===== config.mk =====
export PLATFORM = sky130hd
export DESIGN_NAME = sr_latch_driver
export DESIGN_NICKNAME = d
export VERILOG_FILES = /design/src/rtl/sr_latch_driver_pkg.sv /design/src/rtl/sr_drv_phase_cnt.sv /design/src/rtl/sr_latch_driver.sv
export SDC_FILE = /design/constraint.sdc
export NUM_CORES = 1
export LEC_CHECK = 0
export CAP_MARGIN = 30
export CORE_MARGIN = 4
export CORE_UTILIZATION = 55
export CTS_CLUSTER_DIAMETER = 100
export DETAILED_ROUTE_END_ITERATION = 8
export GPL_ROUTABILITY_DRIVEN = 0
export PLACE_DENSITY = 0.81
export RECOVER_POWER = 50
export SLEW_MARGIN = 15
export SYNTH_ARGS = -nofsm -noshare
export SYNTH_HDL_FRONTEND = slang
export SYNTH_SLANG_ARGS = --single-unit

===== constraint.sdc =====
create_clock -name clk -period 3.8 [get_ports clk]
set_input_delay 0.76 -clock clk [delete_from_list [all_inputs] [get_ports clk]]
set_output_delay 0.76 -clock clk [all_outputs]
set_load 0.005 [all_outputs]

===== src/rtl/sr_latch_driver_pkg.sv =====
// Shared types for the sr_latch command sequencer: FSM state encoding and
// command op-codes.
package sr_latch_driver_pkg;

  typedef enum logic [2:0] {
    ST_IDLE  = 3'd0,
    ST_SETUP = 3'd1,
    ST_PULSE = 3'd2,
    ST_HOLD  = 3'd3,
    ST_DONE  = 3'd4
  } sr_drv_state_t;

  localparam logic [1:0] OP_NOP = 2'b00;
  localparam logic [1:0] OP_SET = 2'b01;
  localparam logic [1:0] OP_RST = 2'b10;
  localparam logic [1:0] OP_ILL = 2'b11;

  // Only set and reset actually touch the latch.
  function automatic logic op_is_write(input logic [1:0] op);
    return (op == OP_SET) || (op == OP_RST);
  endfunction

endpackage


===== src/rtl/sr_drv_phase_cnt.sv =====
// Loadable down-counter timing each drive phase; zero marks the last cycle
// of the current phase.
module sr_drv_phase_cnt #(
  parameter int CNT_W = 4
) (
  input  logic             clk,
  input  logic             rst_n,
  input  logic             load,
  input  logic [CNT_W-1:0] load_val,
  output logic             zero
);

  logic [CNT_W-1:0] cnt;

  always_ff @(posedge clk or negedge rst_n) begin
    if (!rst_n) begin
      cnt <= '0;
    end else if (load) begin
      cnt <= load_val;
    end else if (cnt != '0) begin
      cnt <= cnt - 1'b1;
    end
  end

  assign zero = (cnt == '0);

endmodule


===== src/rtl/sr_latch_driver.sv =====
// Command sequencer driving sr_latch s/r/en through setup, enable-pulse and
// hold phases. Define SR_LATCH_DRIVER_READBACK_EN to check q after each write.
module sr_latch_driver
  import sr_latch_driver_pkg::*;
#(
  parameter int SETUP_CYC = 1,
  parameter int PULSE_CYC = 2,
  parameter int HOLD_CYC  = 1,
  parameter int CNT_W     = 4
) (
  input  logic       clk,
  input  logic       rst_n,
  // Handshake: a command transfers on a rising edge where cmd_valid and
  // cmd_ready are both high; the source holds cmd_valid/cmd_op until then.
  input  logic       cmd_valid,
  input  logic [1:0] cmd_op,
  output logic       cmd_ready,
  output logic       s,
  output logic       r,
  output logic       en,
  input  logic       q_in,
  output logic       done,
  output logic       err
);

  localparam logic [CNT_W-1:0] SETUP_LD = CNT_W'(SETUP_CYC - 1);
  localparam logic [CNT_W-1:0] PULSE_LD = CNT_W'(PULSE_CYC - 1);
  localparam logic [CNT_W-1:0] HOLD_LD  = CNT_W'(HOLD_CYC - 1);

  sr_drv_state_t    state;
  logic [1:0]       op_q;
  logic             cnt_load;
  logic [CNT_W-1:0] cnt_val;
  logic             cnt_zero;
  logic             rb_err;

  // Each phase loads its length-1 on the edge that enters it.
  always_comb begin
    cnt_load = 1'b0;
    cnt_val  = '0;
    unique case (state)
      ST_IDLE: begin
        if (cmd_valid && op_is_write(cmd_op)) begin
          cnt_load = 1'b1;
          cnt_val  = SETUP_LD;
        end
      end
      ST_SETUP: begin
        if (cnt_zero) begin
          cnt_load = 1'b1;
          cnt_val  = PULSE_LD;
        end
      end
      ST_PULSE: begin
        if (cnt_zero) begin
          cnt_load = 1'b1;
          cnt_val  = HOLD_LD;
        end
      end
      default: ;
    endcase
  end

  sr_drv_phase_cnt #(
    .CNT_W(CNT_W)
  ) u_phase_cnt (
    .clk     (clk),
    .rst_n   (rst_n),
    .load    (cnt_load),
    .load_val(cnt_val),
    .zero    (cnt_zero)
  );

`ifdef SR_LATCH_DRIVER_READBACK_EN
  // q_in is captured on the HOLD->DONE edge, i.e. as seen in the last HOLD
  // cycle, straight into the err register.
  assign rb_err = (q_in != (op_q == OP_SET));
`else
  logic unused_q_in;
  assign unused_q_in = q_in;
  assign rb_err      = 1'b0;
`endif

  always_ff @(posedge clk or negedge rst_n) begin
    if (!rst_n) begin
      state     <= ST_IDLE;
      op_q      <= OP_NOP;
      cmd_ready <= 1'b1;
      s         <= 1'b0;
      r         <= 1'b0;
      en        <= 1'b0;
      done      <= 1'b0;
      err       <= 1'b0;
    end else begin
      unique case (state)
        ST_IDLE: begin
          if (cmd_valid) begin
            op_q      <= cmd_op;
            cmd_ready <= 1'b0;
            if (op_is_write(cmd_op)) begin
              state <= ST_SETUP;
              s     <= (cmd_op == OP_SET);
              r     <= (cmd_op == OP_RST);
            end else begin
              state <= ST_DONE;
              done  <= 1'b1;
              err   <= (cmd_op == OP_ILL);
            end
          end
        end
        ST_SETUP: begin
          if (cnt_zero) begin
            state <= ST_PULSE;
            en    <= 1'b1;
          end
        end
        ST_PULSE: begin
          if (cnt_zero) begin
            state <= ST_HOLD;
            en    <= 1'b0;
          end
        end
        ST_HOLD: begin
          // s/r drop only now, with en already low for the whole hold time.
          if (cnt_zero) begin
            state <= ST_DONE;
            s     <= 1'b0;
            r     <= 1'b0;
            done  <= 1'b1;
            err   <= rb_err;
          end
        end
        ST_DONE: begin
          state     <= ST_IDLE;
          done      <= 1'b0;
          err       <= 1'b0;
          cmd_ready <= 1'b1;
        end
        default: begin
          state <= ST_IDLE;
        end
      endcase
    end
  end

endmodule


==> results.sh <==
export IMPL_root_buffer="clkbuf_4"
export IMPL_layoutNonFillerInstCount=109
export IMPL_syn_area_per_cell_um2=9.41
export IMPL_cts_tree="built"
export IMPL_die_width_um=45.7
export IMPL_start_util_pct=59.3
export IMPL_synth_cell_types=35
export IMPL_yosys_warnings=0
export IMPL_syn_inst=83
export IMPL_synth_ff_type="dfrtp_1"
export IMPL_multi_input_area_um2=395
export IMPL_cts_buffers=3
export IMPL_ys_ff_latch=13
export IMPL_hold_class="reg2reg"
export IMPL_grt_pass1_wl_mm=2.50
export IMPL_antenna_cells=0
export IMPL_clk_pin_slew_ps=80
export IMPL_clkPwrFrac_pct=12.3
export IMPL_cp_end_kind="flop"
export IMPL_cts_setup_buffers=0
export IMPL_period_needed_ps=2200
export IMPL_p_leak_nw=0.399
export IMPL_cts_resized=0
export IMPL_die_h_um=45.7
export IMPL_pwr_share_seq_pct=39.9
export IMPL_p_int_mw=0.420
export IMPL_synth_nets=93
export IMPL_grt_pass1_vias=554
export IMPL_first_pass_iters=4
export IMPL_vdd_ir_drop_max_mv=0.393
export IMPL_max_freq_mhz=455
export IMPL_place_port_buffers=10
export IMPL_worst_pin_slew_ps=940
export IMPL_grt_max_degree=14
export IMPL_hold_depth=2
export IMPL_clock_latency_ps=270
export IMPL_yosys_top_cells_count="dfrtp_1 (12), inv_1 (9), nor2_1 (8)"
export IMPL_fin_area_um2=901
export IMPL_num_fill_cells=112
export IMPL_track_usage_pct=17.6
export IMPL_viasPerCell=5.95
export IMPL_p_sw_share_pct=39.7
export IMPL_status="completed"
export IMPL_cts_path_max_buffers=2
export IMPL_drive_gt1_share_pct=9.57
export IMPL_total_power_mw=0.696
export IMPL_ys_seq_area_share_pct=41.8
export IMPL_powerDensity_nw_per_um2=773
export IMPL_relSlewSlack_pct=37.2
export IMPL_layout_area_overhead_vs_synth_pct=15.4
export IMPL_core_area_um2=1320
export IMPL_num_rows=13
export IMPL_vias=649
export IMPL_routed_wl_mm=1.43
export IMPL_yosysTopAreaCellShare_pct=38.5
export IMPL_r2r_cells=6
export IMPL_synth_edff_count=0
export IMPL_post_route_util_pct=68.4
export IMPL_cp_startpoint="cmd_op[0]"
export IMPL_async_reset_ff_share_pct=100
export IMPL_fin_hold_ws_ps=525
export IMPL_htree_levels=1
export IMPL_post_place_ws_ps=1300
export IMPL_r2r_start="u_phase_cnt.cnt[0]"
export IMPL_post_drt_wl_per_cell_um=13.2
export IMPL_netlist_area_um2=781
export IMPL_die_area_um2=2090
export IMPL_arrival_ps=2410
export IMPL_finalSetupViolations=0
export IMPL_yosysTopAreaCell="dfrtp_1"
export IMPL_grt_overflow=0
export IMPL_seqCellArea_um2=327
export IMPL_first_iter_violations=27
export IMPL_p_comb_share_pct=47.8
export IMPL_place_area_um2=880
export IMPL_synthMostInstantiatedCell="dfrtp_1"
export IMPL_tns_ps=0
export IMPL_min_delay_start="r"
export IMPL_postCtsHoldBufs=0
export IMPL_final_antenna_net_count=0
export IMPL_dp_hpwl_mm=1.03
export IMPL_drc=0
export IMPL_drv_cap=0
export IMPL_p_sw_mw=0.277
export IMPL_layout_nets=105
export IMPL_drv_slew=0
export IMPL_antenna_found_initial=0
export IMPL_critPathKind="in2reg"
export IMPL_hold_violations=0
export IMPL_cts_sinks=13
export IMPL_skew_ps=3.36
export IMPL_dpl_cell_count=105
export IMPL_rsz0062_at_grt="false"
export IMPL_fin_crit_sh_pct=57.9
export IMPL_fin_ws_ps=1600
export IMPL_required_ps=4010
export IMPL_io_pins=12
export IMPL_synth_area_leaders="dfrtp_1 (38%), ha_1 (6.4%), inv_1 (4.3%), a21oi_1 (3.8%), nor2_1 (3.8%)"
export IMPL_start_kind="primary input"
export IMPL_cp_max_fo=5
-- path summary, 6_finish.rpt --
check / end / slack (ps)
min reg2reg: r / 520
max reg2reg: state[1] / 1810
min in group asynchronous: u_phase_cnt.cnt[0] / 930
max: u_phase_cnt.cnt[0] / 1600
max in group asynchronous: u_phase_cnt.cnt[3] / 2470
min: r / 520
-- sequential cells by signal, indices dropped and copies added (netlist names) --
register,flops
cmd_ready,1
done,1
err,1
state,3
s,1
en,1
u_phase_cnt.cnt,4
r,1
-- critical path: stages --
cell             delay, ps
clkdlybuf4s50_1        500
inv_1                   60
ha_1                   350
nand2b_1               250
nor2_4                  70
o31a_2                 320
o21ai_1                100
-- cell families after synthesis --
group,Yosys count,share of synthesized area [%]
AOI/OAI and AO/OA,25,21.3
DFF,13,41.8
muxes,1,1.28
xor gates and xnor gates,2,2.24
buffers and inverters,12,6.89
and+or+nand+nor,26,20.0
adders and majority gates,4,6.41
-- power by group through the flow --
stage / registers [mW] / clock network, mW / logic (mW)
after floorplan: 0.244 / 0 / 0.278
after global placement: 0.279 / 0 / 0.329
after detailed placement: 0.281 / 0 / 0.336
after CTS: 0.279 / 0.0898 / 0.337
after global routing: 0.292 / 0.0975 / 0.380
final: 0.278 / 0.0858 / 0.333
-- layout by cell type, fill, tap and decap left out, types with 2 or more instances in the layout --
cell type	Yosys	routed
a211oi_1	2	2
a21oi_1	6	6
a22oi_1	2	2
clkbuf_4	0	3
clkdlybuf4s50_1	0	8
dfrtp_1	12	12
dlygate4sd3_1	0	2
ha_1	4	4
inv_1	9	9
nand2_1	4	4
nand2b_1	4	4
nor2_1	8	8
o21ai_0	4	4
o21ai_1	3	3
or3_1	2	2
-- layer usage --
layer	vias to the layer above	global-route usage, %	routed length (µm)
met1	305	23.1	665
met2	28	25.6	651
met3	4	4.74	98
met4	0	10.5	19
met5	-	0	0
li1	312	-	-
-- layout make-up --
class | count | share of cell area [%]
clock buffer | 4 | 2.92
inverter | 9 | 3.75
multi-input combinational | 58 | 43.9
sequential | 13 | 36.2
tap | 15 | 2.08
timing repair buffer | 10 | 11.1
Power figures use the tool's default switching activity.
